<file path="src/rtl/fetch_stage_pkg.sv">
// Shared definitions for the fetch stage: opcode encodings, fetch FSM states
// and field widths.
package fetch_stage_pkg;

   localparam int ADDR_W   = 32;
   localparam int INSTR_W  = 16;
   localparam int OPCODE_W = 5;

   localparam logic [OPCODE_W-1:0] OP_NOP  = 5'b00000;
   localparam logic [OPCODE_W-1:0] OP_HLT  = 5'b00001;
   localparam logic [OPCODE_W-1:0] OP_LDM  = 5'b01001;
   localparam logic [OPCODE_W-1:0] OP_IADD = 5'b11010;
   localparam logic [OPCODE_W-1:0] OP_LDD  = 5'b01010;
   localparam logic [OPCODE_W-1:0] OP_STD  = 5'b01100;
   localparam logic [OPCODE_W-1:0] OP_ADD  = 5'b11001;

   typedef enum logic [1:0] {
      ST_FETCH = 2'd0,
      ST_IMM   = 2'd1,
      ST_HALT  = 2'd2
   } fetch_state_e;

endpackage

</file>
<file path="src/rtl/fetch_predecode.sv">
// Combinational opcode classifier: flags two-word instructions (which carry an
// immediate word) and the halt instruction.
module fetch_predecode
   import fetch_stage_pkg::*;
(
   input  logic [OPCODE_W-1:0] opcode_i,
   output logic                is_two_word_o,
   output logic                is_halt_o
);

   assign is_two_word_o = (opcode_i == OP_LDM) || (opcode_i == OP_IADD);
   assign is_halt_o     = (opcode_i == OP_HLT);

endmodule

</file>
<file path="src/rtl/fetch_stage.sv">
// Instruction fetch stage: drives PC to external instruction memory, assembles
// one- and two-word instructions into the IF/ID register, handles stall/redirect/halt.
module fetch_stage
   import fetch_stage_pkg::*;
#(
   parameter logic [ADDR_W-1:0] RESET_PC = 32'h0000_0020
) (
   input  logic               clk,
   input  logic               reset,
   input  logic               stall,
   input  logic               redirect_en,
   input  logic [ADDR_W-1:0]  redirect_pc,
   output logic [ADDR_W-1:0]  imem_addr,
   input  logic [INSTR_W-1:0] imem_data,
   output logic               if_id_valid,
   output logic [INSTR_W-1:0] if_id_instr,
   output logic [INSTR_W-1:0] if_id_imm,
   output logic [ADDR_W-1:0]  if_id_pc,
   output logic               halted
);

   fetch_state_e       state_q, state_d;
   logic [ADDR_W-1:0]  pc_q, pc_d;
   logic [INSTR_W-1:0] hold_instr_q, hold_instr_d;
   logic [ADDR_W-1:0]  hold_pc_q, hold_pc_d;
   logic               vld_q, vld_d;
   logic [INSTR_W-1:0] instr_q, instr_d;
   logic [INSTR_W-1:0] imm_q, imm_d;
   logic [ADDR_W-1:0]  ipc_q, ipc_d;

   logic is_two_word, is_halt;

   fetch_predecode u_predecode (
      .opcode_i      (imem_data[INSTR_W-1 -: OPCODE_W]),
      .is_two_word_o (is_two_word),
      .is_halt_o     (is_halt)
   );

   always_comb begin
      state_d      = state_q;
      pc_d         = pc_q;
      hold_instr_d = hold_instr_q;
      hold_pc_d    = hold_pc_q;
      vld_d        = vld_q;
      instr_d      = instr_q;
      imm_d        = imm_q;
      ipc_d        = ipc_q;

      // Redirect outranks stall; the half-assembled instruction is dropped.
      if (redirect_en) begin
         pc_d         = redirect_pc;
         state_d      = ST_FETCH;
         vld_d        = 1'b0;
         hold_instr_d = '0;
         hold_pc_d    = '0;
      end else if (!stall) begin
         case (state_q)
            ST_FETCH: begin
               if (is_halt) begin
                  vld_d   = 1'b1;
                  instr_d = imem_data;
                  imm_d   = '0;
                  ipc_d   = pc_q;
                  state_d = ST_HALT;
               end else if (is_two_word) begin
                  hold_instr_d = imem_data;
                  hold_pc_d    = pc_q;
                  pc_d         = pc_q + 1'b1;
                  vld_d        = 1'b0;
                  state_d      = ST_IMM;
               end else begin
                  vld_d   = 1'b1;
                  instr_d = imem_data;
                  imm_d   = '0;
                  ipc_d   = pc_q;
                  pc_d    = pc_q + 1'b1;
               end
            end
            ST_IMM: begin
               vld_d   = 1'b1;
               instr_d = hold_instr_q;
               imm_d   = imem_data;
               ipc_d   = hold_pc_q;
               pc_d    = pc_q + 1'b1;
               state_d = ST_FETCH;
            end
            ST_HALT: begin
               vld_d = 1'b0;
            end
            default: begin
               state_d = ST_FETCH;
               vld_d   = 1'b0;
            end
         endcase
      end
   end

   always_ff @(posedge clk) begin
      if (reset) begin
         state_q      <= ST_FETCH;
         pc_q         <= RESET_PC;
         hold_instr_q <= '0;
         hold_pc_q    <= '0;
         vld_q        <= 1'b0;
         instr_q      <= '0;
         imm_q        <= '0;
         ipc_q        <= '0;
      end else begin
         state_q      <= state_d;
         pc_q         <= pc_d;
         hold_instr_q <= hold_instr_d;
         hold_pc_q    <= hold_pc_d;
         vld_q        <= vld_d;
         instr_q      <= instr_d;
         imm_q        <= imm_d;
         ipc_q        <= ipc_d;
      end
   end

   assign imem_addr   = pc_q;
   assign if_id_valid = vld_q;
   assign if_id_instr = instr_q;
   assign if_id_imm   = imm_q;
   assign if_id_pc    = ipc_q;
   assign halted      = (state_q == ST_HALT);

endmodule

</file>
<file path="config.mk">
export PLATFORM = sky130hd
export DESIGN_NAME = fetch_stage
export DESIGN_NICKNAME = d
export VERILOG_FILES = /design/src/rtl/fetch_stage_pkg.sv /design/src/rtl/fetch_predecode.sv /design/src/rtl/fetch_stage.sv
export SDC_FILE = /design/constraint.sdc
export NUM_CORES = 1
export LEC_CHECK = 0
export BUFFER_PORTS_ARGS = -buffer_cell sky130_fd_sc_hd__buf_2
export CAP_MARGIN = 10
export CORE_AREA = 3 3 119 121
export DETAILED_ROUTE_END_ITERATION = 8
export DIE_AREA = 0 0 122 124
export GPL_TIMING_DRIVEN = 0
export HOLD_SLACK_MARGIN = 0.03
export PLACE_DENSITY = 0.81
export SKIP_CTS_REPAIR_TIMING = 1
export SLEW_MARGIN = 20
export SYNTH_ARGS = -nofsm -noshare
export SYNTH_HDL_FRONTEND = slang
export SYNTH_HIERARCHICAL = 1
export SYNTH_SLANG_ARGS = --single-unit
export TNS_END_PERCENT = 10
</file>
<file path="constraint.sdc">
create_clock -name clk -period 2.65 [get_ports clk]
set_clock_uncertainty 0.2 [all_clocks]
set_input_delay 0.53 -clock clk [delete_from_list [all_inputs] [get_ports clk]]
set_output_delay 0.53 -clock clk [all_outputs]
set_load 0.02 [all_outputs]
</file>
==> results.sh <==
export IMPL_grt_overflow_total=0
export IMPL_drc=0
export IMPL_worstSetupStartpointType="input port"
export IMPL_first_global_vias=5627
export IMPL_power_leakage_nw=3.02
export IMPL_seq_area_frac_synth_pct=46.0
export IMPL_finish_cell_count_without_fillers=1118
export IMPL_postSynth_asyncResetShare_pct=0
export IMPL_finalNetCount=982
export IMPL_antenna_found_initial=2
export IMPL_count_of_flip_flops_with_a_built_in_enable_after_synthesis=0
export IMPL_holdPathStages=2
export IMPL_depth_of_the_worst_register_to_register_path=6
export IMPL_report_final_slew_viol_count=0
export IMPL_via_per_inst=5.46
export IMPL_ant_nets=0
export IMPL_grt_busiest_layer="met2"
export IMPL_tritoncts="built"
export IMPL_global_route_track_usage_on_met2_pct=40.0
export IMPL_cp_data_required_time_ns=2.72
export IMPL_design_die_area_sq_um=15100
export IMPL_hold_viol_final=0
export IMPL_ys_warnings_count=6
export IMPL_worstPathArrival_ns=2.64
export IMPL_timing_final_setup_violations=0
export IMPL_min_period_over_period_pct=96.9
export IMPL_via_count=6104
export IMPL_gr_usage_met1_pct=30.5
export IMPL_power_frac_seq_pct=45.2
export IMPL_most_common_library_cells_after_synthesis="sky130_fd_sc_hd__dfxtp_1, sky130_fd_sc_hd__nand2_1, sky130_fd_sc_hd__a21oi_1"
export IMPL_cts_max_path_buffers=2
export IMPL_drt_wl_total_microns=18700
export IMPL_synthFlopType="sky130_fd_sc_hd__dfxtp_1"
export IMPL_grt_setup_unrepaired="yes"
export IMPL_layout_area_overhead_vs_synth_pct=24.5
export IMPL_row_count=42
export IMPL_avgRoutedWirePerCell_microns=16.7
export IMPL_floorplan_io_pins=150
export IMPL_dieWidth_microns=122
export IMPL_gr_usage_met3_pct=7.63
export IMPL_path_clk_slew_ns=0.06
export IMPL_power_switching_fraction_pct=25.8
export IMPL_start_util_pct=48.5
export IMPL_power_frac_comb_pct=11.4
export IMPL_timing_critical_path_to_type="flop"
export IMPL_peakVddDrop_mv=0.433
export IMPL_syn_area_per_cell_sq_um=8.40
export IMPL_power_internal_w=0.00392
export IMPL_power_density_nw_per_um2=665
export IMPL_p_clk_share_pct=43.4
export IMPL_timing_hold_worst_class="in2reg"
export IMPL_synth_cell_area_sq_um=6390
export IMPL_gp_congestion=0.882
export IMPL_power_w=0.00529
export IMPL_gr_usage_all_layers_pct=24.6
export IMPL_insertion_delay_ns=0.42
export IMPL_tritoncts_num_buffers=17
export IMPL_synthMostInstantiatedCell="sky130_fd_sc_hd__dfxtp_1"
export IMPL_die_h_microns=124
export IMPL_place_port_buffers=149
export IMPL_grt_first_pass_wirelength_microns=28800
export IMPL_drt_pre_antenna_iters=5
export IMPL_synth_top_cell_area_share_pct=46.0
export IMPL_transition_time_of_the_tightest_slew_check_pin_ns=0.774
export IMPL_netlist_instances=761
export IMPL_period_minus_slack_ns=2.57
export IMPL_synth_top_cell_by_area="sky130_fd_sc_hd__dfxtp_1"
export IMPL_yosys_top_cells_area="sky130_fd_sc_hd__dfxtp_1, sky130_fd_sc_hd__nand2_1, sky130_fd_sc_hd__mux2i_1, sky130_fd_sc_hd__a211oi_1, sky130_fd_sc_hd__a21oi_1"
export IMPL_crit_path_max_fanout=10
export IMPL_drv_cap=0
export IMPL_syn_num_nets=814
export IMPL_place_detailed_hpwl_microns=13300
export IMPL_clock_tree_htree_level_count=4
export IMPL_grt_start_max_net_pins=17
export IMPL_core_area_sq_um=13200
export IMPL_fraction_of_layout_instances_using_a_drive_strength_above_1_pct=22.1
export IMPL_clockRootBuffer="sky130_fd_sc_hd__clkbuf_16"
export IMPL_dr_first_iter_drc_count=482
export IMPL_numPlacedInstances=1086
export IMPL_synth_lib_cells_used_distinct=45
export IMPL_result_of_the_run="finished clean"
export IMPL_synth_seq_cells=147
export IMPL_clock_sink_count=147
export IMPL_achievable_frequency_mhz=389
export IMPL_maxSlewHeadroom_pct=48.0
export IMPL_switching_pwr_w=0.00136
export IMPL_crit_type="in2reg"
## power groups by stage
| stage | clock (W) | combinational (W) | sequential [W] |
|---|---|---|---|
| floorplan | 0 | 0.000266 | 0.00252 |
| global placement | 0 | 0.000587 | 0.00243 |
| detailed placement | 0 | 0.000594 | 0.00244 |
| CTS | 0.00232 | 0.000597 | 0.00239 |
| global route | 0.00242 | 0.000656 | 0.00240 |
| finish | 0.00230 | 0.000602 | 0.00239 |
## final cells by class
class                           instances  area [sq um]
Timing Repair Buffer                  149           746
Sequential cell                       147          2940
Inverter                                3          11.3
Fill cell                            1185          5230
Tap cell                              176           220
Clock inverter                          6          80.1
Antenna cell                            2          5.00
Buffer                                 63           267
Clock buffer                           24           472
Multi-Input combinational cell        548          3220
## routing by layer
| metal | vias to the layer above | wire length [microns] |
|---|---|---|
| met1 | 2802 | 7730 |
| li1 | 3015 | - |
| met3 | 30 | 1730 |
| met2 | 255 | 8860 |
| met5 | - | 11 |
| met4 | 2 | 380 |
## worst max-delay path, stage by stage
cell                       delay [ns]
sky130_fd_sc_hd__buf_2           0.14
sky130_fd_sc_hd__nand2b_1        0.16
sky130_fd_sc_hd__nor4_2          0.43
sky130_fd_sc_hd__nor3b_4         0.12
sky130_fd_sc_hd__nor3_4          0.33
sky130_fd_sc_hd__clkbuf_2        0.35
sky130_fd_sc_hd__clkbuf_1        0.42
sky130_fd_sc_hd__a211oi_1        0.16
## registers in the layout, summed over array words and instances, names as in the netlist
register      count
hold_instr_q     16
hold_pc_q        32
if_id_imm        16
if_id_instr      16
if_id_pc         32
if_id_valid       1
imem_addr        32
state_q           2
## layout by cell type, fill, tap and decap left out, types with 2 or more instances in the layout
cell type	count
sky130_fd_sc_hd__clkbuf_16	17
sky130_fd_sc_hd__or3_1	2
sky130_fd_sc_hd__nor2b_1	7
sky130_fd_sc_hd__diode_2	2
sky130_fd_sc_hd__buf_2	159
sky130_fd_sc_hd__o21ai_0	6
sky130_fd_sc_hd__o211ai_1	4
sky130_fd_sc_hd__nor4_4	3
sky130_fd_sc_hd__a311oi_1	2
sky130_fd_sc_hd__mux2i_1	51
sky130_fd_sc_hd__bufinv_16	2
sky130_fd_sc_hd__nor3_4	2
sky130_fd_sc_hd__clkbuf_2	8
sky130_fd_sc_hd__nand3_1	31
sky130_fd_sc_hd__nor3_2	2
sky130_fd_sc_hd__and3_1	6
sky130_fd_sc_hd__and2_1	2
sky130_fd_sc_hd__clkbuf_1	47
sky130_fd_sc_hd__nor3_1	12
sky130_fd_sc_hd__nor2_1	73
sky130_fd_sc_hd__buf_1	2
sky130_fd_sc_hd__nand2_1	146
sky130_fd_sc_hd__xor2_1	13
sky130_fd_sc_hd__clkbuf_8	2
sky130_fd_sc_hd__a21oi_1	77
sky130_fd_sc_hd__nand3b_1	2
sky130_fd_sc_hd__xnor2_1	6
sky130_fd_sc_hd__clkinv_2	4
sky130_fd_sc_hd__dfxtp_1	147
sky130_fd_sc_hd__a2111oi_2	3
sky130_fd_sc_hd__o211a_1	2
sky130_fd_sc_hd__a211oi_1	60
sky130_fd_sc_hd__nand4_1	14
sky130_fd_sc_hd__nand2b_1	3
sky130_fd_sc_hd__nor4_1	2
sky130_fd_sc_hd__and4_1	4
sky130_fd_sc_hd__inv_1	2
## worst paths after layout
check	startpoint	end	slack, ns
min	redirect_pc[17]	imem_addr[17]	0.15
min reg2reg	hold_pc_q[17]	hold_pc_q[17]	0.25
max	imem_data[12]	if_id_instr[4]	0.08
max reg2reg	imem_addr[2]	imem_addr[24]	0.12
## through the flow
step	cell area [sq um]	util, %	worst slack, ns	TNS, ns	hold slack, ns
after floorplan	6390	-	0.105	0	0.236
after global placement	7360	55.8	-0.974	-69.54	0.237
after detailed placement	7360	55.8	-0.971	-71.94	0.244
after CTS	7910	60.0	-0.573	-32.02	0.136
after global routing	7960	60.3	-0.0286	-0.0342	0.151
final	7960	60.3	0.0810	0	0.154
## cells by family after synthesis
family | after synthesis | share of synthesized area, %
AO/OA/AOI/OAI | 158 | 15.8
XOR/XNOR | 19 | 2.60
adder cells (fa/ha/maj) | 1 | 0.196
AND/OR/NAND/NOR | 319 | 23.1
multiplexers | 51 | 7.98
buffers and inverters | 66 | 4.23
flip-flops | 147 | 46.0
(Power assumes the default switching activity.)
